File: config.mk
export PLATFORM = sky130hd
export DESIGN_NAME = de_port_arbiter
export DESIGN_NICKNAME = d
export VERILOG_FILES = /design/src/rtl/de_port_arbiter.sv
export SDC_FILE = /design/constraint.sdc
export NUM_CORES = 1
export LEC_CHECK = 0
export BUFFER_PORTS_ARGS = -buffer_cell sky130_fd_sc_hd__clkbuf_2
export CORE_AREA = 2 2 112 114
export CTS_BUF_LIST = sky130_fd_sc_hd__clkbuf_4 sky130_fd_sc_hd__clkbuf_8
export CTS_CLUSTER_SIZE = 28
export DETAILED_ROUTE_END_ITERATION = 7
export DIE_AREA = 0 0 114 116
export PLACE_DENSITY_LB_ADDON = 0.1
export SLEW_MARGIN = 5
export SYNTH_ARGS = -nofsm -noshare
export SYNTH_HDL_FRONTEND = slang
export SYNTH_SLANG_ARGS = --single-unit
File: constraint.sdc
create_clock -name clk -period 2.46 [get_ports clk]
set_clock_uncertainty 0.2 [all_clocks]
set_input_delay 0.246 -clock clk [delete_from_list [all_inputs] [get_ports clk]]
set_output_delay 0.246 -clock clk [all_outputs]
set_load 0.005 [all_outputs]
File: src/rtl/de_port_arbiter.sv
// de_port_arbiter: round-robin sharing of the drawing-engine write port among
// four clients. The winner's address, byte enables and data are registered
// onto de_*, the downstream handshake is run, and a one-cycle c_ack goes back
// to the winner. A watchdog aborts a transfer that never sees de_ack.

// Per-client lane: request masking and the registered completion pulse.
module de_port_arbiter_lane (
  input  logic clk,
  input  logic rst_n,
  input  logic req_i,
  input  logic en_i,
  input  logic sel_i,
  input  logic fin_i,
  output logic elig_o,
  output logic ack_o
);

  logic ack_q, ack_d;

  assign elig_o = req_i & en_i;
  assign ack_d  = fin_i & sel_i;
  assign ack_o  = ack_q;

  // Completion pulse: set on the finishing edge, cleared on the next one.
  always_ff @(posedge clk or negedge rst_n) begin
    if (!rst_n) ack_q <= 1'b0;
    else        ack_q <= ack_d;
  end

endmodule

module de_port_arbiter #(
  parameter int ADDR_W  = 18,
  parameter int DATA_W  = 32,
  parameter int NB_W    = 4,
  parameter int TIMEOUT = 1023
) (
  input  logic                clk,
  input  logic                rst_n,
  input  logic [3:0]          c_req,
  input  logic [4*ADDR_W-1:0] c_addr,
  input  logic [4*NB_W-1:0]   c_nbyte,
  input  logic [4*DATA_W-1:0] c_wdata,
  input  logic [3:0]          client_en,
  output logic [3:0]          c_ack,
  output logic                c_err,
  output logic                busy,
  output logic [1:0]          grant,
  output logic                de_req,
  input  logic                de_ack,
  output logic [ADDR_W-1:0]   de_addr,
  output logic [NB_W-1:0]     de_nbyte,
  output logic [DATA_W-1:0]   de_w_data
);

  localparam int NCLI = 4;
  // Watchdog disabled when TIMEOUT is 0; the counter never exceeds TIMEOUT-1.
  localparam bit          WD_EN   = (TIMEOUT != 0);
  localparam logic [15:0] TO_LAST = 16'(TIMEOUT - 1);

  typedef enum logic [1:0] {IDLE, ISSUE, DONE} state_e;

  // Flat client buses viewed as per-client packed arrays (same bit layout).
  logic [NCLI-1:0][ADDR_W-1:0] addr_v;
  logic [NCLI-1:0][NB_W-1:0]   nb_v;
  logic [NCLI-1:0][DATA_W-1:0] wd_v;

  assign addr_v = c_addr;
  assign nb_v   = c_nbyte;
  assign wd_v   = c_wdata;

  state_e              state_q, state_d;
  logic [1:0]          last_q, last_d;
  logic [1:0]          grant_q, grant_d;
  logic                de_req_q, de_req_d;
  logic                c_err_q, c_err_d;
  logic [15:0]         cnt_q, cnt_d;
  logic [ADDR_W-1:0]   addr_q, addr_d;
  logic [NB_W-1:0]     nb_q, nb_d;
  logic [DATA_W-1:0]   wd_q, wd_d;

  logic [NCLI-1:0]     elig;
  logic [NCLI-1:0]     sel_oh;
  logic                fin;
  logic                win_vld;
  logic [1:0]          win_idx;

  assign sel_oh = NCLI'(1) << grant_q;

  de_port_arbiter_lane u_lane [NCLI-1:0] (
    .clk    (clk),
    .rst_n  (rst_n),
    .req_i  (c_req),
    .en_i   (client_en),
    .sel_i  (sel_oh),
    .fin_i  ({NCLI{fin}}),
    .elig_o (elig),
    .ack_o  (c_ack)
  );

  // Rotating priority: scan from the far end towards last+1 so the nearest
  // eligible client after the previous owner is the one left selected.
  always_comb begin
    logic [1:0] idx;
    idx     = '0;
    win_vld = 1'b0;
    win_idx = last_q;
    for (int k = NCLI; k >= 1; k--) begin
      idx = last_q + 2'(k);
      if (elig[idx]) begin
        win_vld = 1'b1;
        win_idx = idx;
      end
    end
  end

  // Next-state and datapath control for IDLE -> ISSUE -> DONE.
  always_comb begin
    state_d  = state_q;
    last_d   = last_q;
    grant_d  = grant_q;
    de_req_d = de_req_q;
    c_err_d  = 1'b0;
    cnt_d    = cnt_q;
    addr_d   = addr_q;
    nb_d     = nb_q;
    wd_d     = wd_q;
    fin      = 1'b0;
    unique case (state_q)
      IDLE: begin
        if (win_vld) begin
          state_d  = ISSUE;
          grant_d  = win_idx;
          last_d   = win_idx;
          addr_d   = addr_v[win_idx];
          nb_d     = nb_v[win_idx];
          wd_d     = wd_v[win_idx];
          de_req_d = 1'b1;
          cnt_d    = '0;
        end
      end
      ISSUE: begin
        // de_ack takes precedence over a simultaneous timeout.
        if (de_ack) begin
          fin      = 1'b1;
          de_req_d = 1'b0;
          state_d  = DONE;
        end else if (WD_EN && cnt_q == TO_LAST) begin
          fin      = 1'b1;
          c_err_d  = 1'b1;
          de_req_d = 1'b0;
          state_d  = DONE;
        end else begin
          cnt_d = cnt_q + 16'd1;
        end
      end
      DONE: begin
        // Gap cycle lets downstream drop de_ack before the next de_req.
        state_d = IDLE;
      end
      default: state_d = IDLE;
    endcase
  end

  // State registers; reset puts client 0 at the head of the rotation.
  always_ff @(posedge clk or negedge rst_n) begin
    if (!rst_n) begin
      state_q  <= IDLE;
      last_q   <= 2'd3;
      grant_q  <= 2'd0;
      de_req_q <= 1'b0;
      c_err_q  <= 1'b0;
      cnt_q    <= '0;
      addr_q   <= '0;
      nb_q     <= '0;
      wd_q     <= '0;
    end else begin
      state_q  <= state_d;
      last_q   <= last_d;
      grant_q  <= grant_d;
      de_req_q <= de_req_d;
      c_err_q  <= c_err_d;
      cnt_q    <= cnt_d;
      addr_q   <= addr_d;
      nb_q     <= nb_d;
      wd_q     <= wd_d;
    end
  end

  assign busy      = (state_q != IDLE);
  assign grant     = grant_q;
  assign de_req    = de_req_q;
  assign c_err     = c_err_q;
  assign de_addr   = addr_q;
  assign de_nbyte  = nb_q;
  assign de_w_data = wd_q;

endmodule

Word level (Yosys, flattened, before mapping)

Index checks and enable logic that the tools add are counted.

Register bits after elaboration: 82
Latch bits: 0
Bits in writable memories: 0
ROM bits: 0
Memories kept: 0

Add/subtract/negate cells: 4
$mul: 0
Div/mod/pow operators: 0
$lt $le $gt $ge: 5
Equality and inequality tests: 6
Shifts and indexed selects: 1
Muxes and demuxes: 38
Bitwise gates (word level): 8
Reductions and logical operators: 7

Operators by type and width:

| kind                                                        | count |
|---|---|
| binary-select mux 32 bit (select 2 bit)                     | 1 |
| two-way mux 16 bit                                          | 3 |
| binary-select mux 18 bit (select 2 bit)                     | 1 |
| two-way mux 32 bit                                          | 1 |
| one-hot mux 16 bit (2 select lines)                         | 1 |
| two-way mux 18 bit                                          | 1 |
| adder 16 x 1 -> 16 bit (second input constant)              | 1 |
| == test 16 x 10 -> 1 bit (second input constant)            | 1 |
| two-way mux 1 bit                                           | 16 |
| less-than comparator 2 x 3 -> 1 bit (second input constant) | 5 |
| two-way mux 2 bit                                           | 6 |
| bitwise AND 1 bit                                           | 8 |
| binary-select mux 1 bit (select 2 bit)                      | 4 |
| binary-select mux 4 bit (select 2 bit)                      | 1 |
| != test 2 bit (second input constant)                       | 3 |
| adder 2 bit (second input constant)                         | 2 |
| two-way mux 4 bit                                           | 1 |
| one-hot mux 2 bit (2 select lines)                          | 1 |
| AND reduction 2 bit                                         | 2 |
| AND reduction 4 bit                                         | 1 |
| nonzero test 2 bit                                          | 2 |
| << shifter 1 x 2 -> 4 bit (first input constant)            | 1 |
| != test 3 bit (second input constant)                       | 1 |
| AND reduction 3 bit                                         | 1 |
| other kinds (4)                                             | 4 |

Depth between registers and ports, before layout

Depth after elaboration: 9
Mapped depth: 9

Cells and area by module

From an unflattened synthesis, not the netlist that was laid out.

Cells, all modules: 562
Area total of the unflattened synthesis: 4971.0 um2

By module, submodules not included:

| module               | instances | cells each | area an instance (um2) | seq. area each (um2) |
|---|---|---|---|---|
| de_port_arbiter      | 1         | 550        | 4820.9                 | 1954.4 |
| de_port_arbiter_lane | 4         | 3          | 37.5                   | 25.0 |

Least setup slack after synthesis

OpenSTA, ideal clock, no wires.

Path type: register to register
From: reg cnt_q[0]
To: reg cnt_q[4]
Arrival time: 1694 ps
Slack: 486 ps
Cell stages (with the launch flop): 9
Period minus slack after synthesis: 1974 ps
Cells stage by stage: dfrtp_1 inv_1 ha_1 nor4b_2 nand4_1 o21ai_2 buf_6 mux2_1 mux2i_1

Word-level cells in the longest chain between the ends: 4
Elaborated cells between the ends (all ways): 7
Classes of those cells: add/sub (1); eq/ne (2); mux (3); reduce/logical (1)

RTL lines:

| element                             | line | source |
|---|---|---|
| start: declaration                  | 77   | `logic [15:0] cnt_q, cnt_d;` |
| start signal: assignment            | 183  | `cnt_q <= cnt_d;` |
| adder 16 x 1 -> 16 bit              | 154  | `cnt_d = cnt_q + 16'd1;` |
| two-way mux 16 bit                  | 148  | `end else if (WD_EN && cnt_q == TO_LAST) begin` |
| two-way mux 16 bit                  | 144  | `if (de_ack) begin` |
| one-hot mux 16 bit (2 select lines) | 129  | `unique case (state_q)` |

Several ways; a longest one is shown, not always the timed one. The select of a mux whose other input is x is not followed.
A chain may end at the register's enable or synchronous reset.

Worst setup path after layout

From: reg cnt_q[0]
To: reg cnt_q[9]

The elaborated chain is that of the path after synthesis.

==> run summary <==
The terminus of the critical flop-to-flop path is cnt_q[9]. The later-pin clock latency in the skew report is about 0.34 ns. The last weighted congestion value of the routability-driven placer is 0.810.

The library cell used most frequently in the layout, excluding fill and tap cells, is sky130_fd_sc_hd__clkbuf_2. The slew at the pin with the worst max-slew slack came out at ~0.50 ns. Counting I/O delays and the setup requirement, the final critical path takes about 2.2 ns. For this run, the leading register cell type out of synthesis is sky130_fd_sc_hd__dfrtp_1. STA puts the critical path data required time at approximately 2.5 ns. Setup repair after global routing left no endpoint under its margin. The number of antenna diodes in the final layout is 0. The reg-to-reg startpoint is cnt_q[0]. The share of the Yosys chip area taken by registers is between 40% and 50%. The number of different library cells in the post-synthesis netlist is 49. The worst hold path belongs to the class input port to flop. The register-to-register setup slack is roughly 0.23 ns. In this run the most critical hold path is launched from c_wdata[29]. Based on the critical path, the design can be clocked at up to around 450 MHz. The number of buffers added by the clock tree synthesis step is 9. Before antenna repair, the detailed router went through 4 iterations.

Setup violations remaining at the end of the flow were counted as 0. The worst hold endpoint is de_w_data[29]. The die boundary width came out at 114 µm. The ratio of final minimum period to clock period is ~91%. The total number of H-tree levels came out at 3. The vias per cell came out at between 5 and 6. The library cells used most frequently in the layout, excluding fill and tap cells, are sky130_fd_sc_hd__clkbuf_2 (288), sky130_fd_sc_hd__mux2i_1 (112), sky130_fd_sc_hd__dfrtp_1 (80). The standard cell with the maximum stage delay on the critical path is sky130_fd_sc_hd__dfrtp_1. The number of cells on the worst reg-to-reg path is 7.

The clock transition at the registers of the reported paths came out at ~0.09 ns. For this design the static power due to leakage is between 3 and 4 nW. The number of instances in the synthesized netlist is 447. The post-CTS setup buffer count is 0. The vias after detailed routing came out at between 4000 and 5000. The number of placement rows came out at 40.

The power density normalized to cell area came out at 990 nW/µm². For this run, the slowest stage of the critical path takes 0.44 ns. The number of antenna violations at the first check in global routing is 0. The count of port buffers added during placement is approximately 290. The fraction of layout cells with a size suffix above 1 is 51.4%. The net count of the finished layout is 952. The signal on the critical path passes through inv_1 > ha_1 > nor4b_2 > nand4_1 > o21ai_2 > mux2_1 > a21o_1. Summed over all nets, the half-perimeter wirelength after detailed placement is 12000 µm. In this run the remaining antenna-violating nets after routing total 0. The net count after synthesis came out at a little under 700. For this run, the number of Yosys warnings is 0. The relative max-transition margin is between 60% and 70%. With fillers left out, the area of the finished cells amounts to roughly 6800 µm².

Relative to the synthesized area, the layout overhead comes to 33.3%. The final number of hold-violating endpoints came out at 0. The synthesis-stage register bit count came out at 82. The post-CTS resize count is 0. The starting utilization of the core area is 43.0%. The worst setup path is launched from a flop. After detailed placement, the total cell area comes to around 6600 µm². After detailed routing, the total wire length is 15500 µm.

The wire length per cell after detailed routing is around 18 µm. The total number of clock tree sinks is 82. The area of the core region came out at roughly 12000 µm². The post-route setup TNS is 0 ns. The clock passes through at most 2 buffers.

The count of final max-slew check failures is 0. The maximum fanout count along the critical path came out at 6. The die boundary height came out at roughly 120 µm.

The number of synthesized flops with an enable pin is 0. The area of the mapped netlist is roughly 5100 µm². The via count of the first global-routing pass is roughly 4700. The tightest hold path in the finished design has a slack of around 0.014 ns. The element type at the critical path end is a flop.

Across the VDD grid, the largest voltage drop is approximately 0.00048 V. The full die area is between 10000 and 15000 µm². In the synthesized netlist the async set-or-reset flop fraction comes to between 90% and 100%. The cell at the root of the clock tree is sky130_fd_sc_hd__clkbuf_8. The max-capacitance violation count is 0. The global-route total usage across every layer came out at 23.1%. The TritonCTS clock tree is built. Along the worst hold path, the cell count comes to 3.

The detailed-route DRC error count came out at 0. During I/O placement, the number of pins put on the boundary was just under 300. The type of the worst setup path is flop to flop. The synthesized area divided by synthesized cell count came out at 11.5 µm².

The first global-routing pass estimated 23600 µm of wire. The overflow left after global routing came out at 0. The pin count of the biggest net entering global routing came out at 47. The number of violations reported at the end of detailed-routing iteration 0 is a little under 200. The run finished with clean final reports. The data arrival time of the worst path came out at 2.26 ns.
==> where the power goes <==
part           internal, mW  switching (mW)
clock                 0.512           0.471
combinational          1.67            1.89
sequential             1.88           0.335
==> final cells by class <==
cell class,count,area [µm²]
Clock buffer,12,153
Clock inverter,3,40.0
Fill cell,1053,5090
Inverter,2,7.51
Multi-Input combinational cell,322,2740
Sequential cell,82,2050
Tap cell,147,184
Timing Repair Buffer,306,1640
==> what timing repair did <==
item,CTS,global route
hold buffers,2,0
hold endpoints to repair,37,0
endpoints found under the setup margin,0,0
==> critical path: cells and delay by family, from the launching register on <==
family                   cells  cell delay (ns)
AO/OA/AOI/OAI                2             0.46
adder cells (fa/ha/maj)      1             0.14
buffers and inverters        1             0.08
flip-flops                   1             0.44
multiplexers                 1             0.39
AND/OR/NAND/NOR              2             0.43
==> sequential cells by signal, summed over array words and instances (netlist names) <==
register / flops
de_w_data: 32
de_addr: 18
cnt_q: 16
de_nbyte: 4
u_lane.ack_o: 4
grant: 2
last_q: 2
state_q: 2
c_err: 1
de_req: 1
==> cell families after synthesis <==
kind of cell | after synthesis | synth area share (%)
multiplexers | 116 | 22.8
AND/OR/NAND/NOR | 116 | 11.0
AO/OA/AOI/OAI | 88 | 18.9
flip-flops | 82 | 40.1
buffers and inverters | 43 | 6.77
adder cells (fa/ha/maj) | 2 | 0.489
==> how the worst max path moves through the flow <==
stage | startpoint | endpoint | cells past startpoint
global route | cnt_q[0] | cnt_q[9] | 7
detailed placement | last_q[1] | de_addr[16] | 4
floorplan | cnt_q[0] | cnt_q[4] | 8
CTS | cnt_q[0] | cnt_q[9] | 7
global placement | last_q[1] | de_w_data[5] | 4
finish | cnt_q[0] | cnt_q[9] | 7
==> stage by stage <==
step	utilization, %	worst slack [ns]	cells	power, mW
after detailed placement	55.5	0.253	857	5.85
final	57.3	0.233	874	6.75
after floorplan	-	0.486	447	4.69
after global routing	57.3	0.0705	874	7.26
after CTS	57.3	0.227	874	6.85
after global placement	55.5	0.283	857	5.74
==> metal layers <==
| layer | wire, µm | track usage [%] | part of all wire [%] |
|---|---|---|---|
| met5 | 0 | 0 | 0 |
| met2 | 8130 | 41.5 | 53 |
| met3 | 1040 | 4.18 | 6.7 |
| met4 | 375 | 9.35 | 2.4 |
| met1 | 5930 | 27.4 | 38 |
==> cell usage after synthesis (all sizes together) (4+ instances only) <==
library cell  instances  share of area [%]
a21o                  5               0.73
a21oi                 5               0.49
and3                  6               0.83
buf                  30                5.4
clkbuf               11                1.2
dfrtp                80                 39
mux2i               113                 22
nand2                72                5.3
nand3                 8               0.78
nor3                  6               0.59
nor3b                 4               0.59
o211ai                4               0.59
o21ai                 9                1.0
o221ai               54                 14
or3                   6               0.73
No activity file was read; power rests on OpenSTA's default activity.
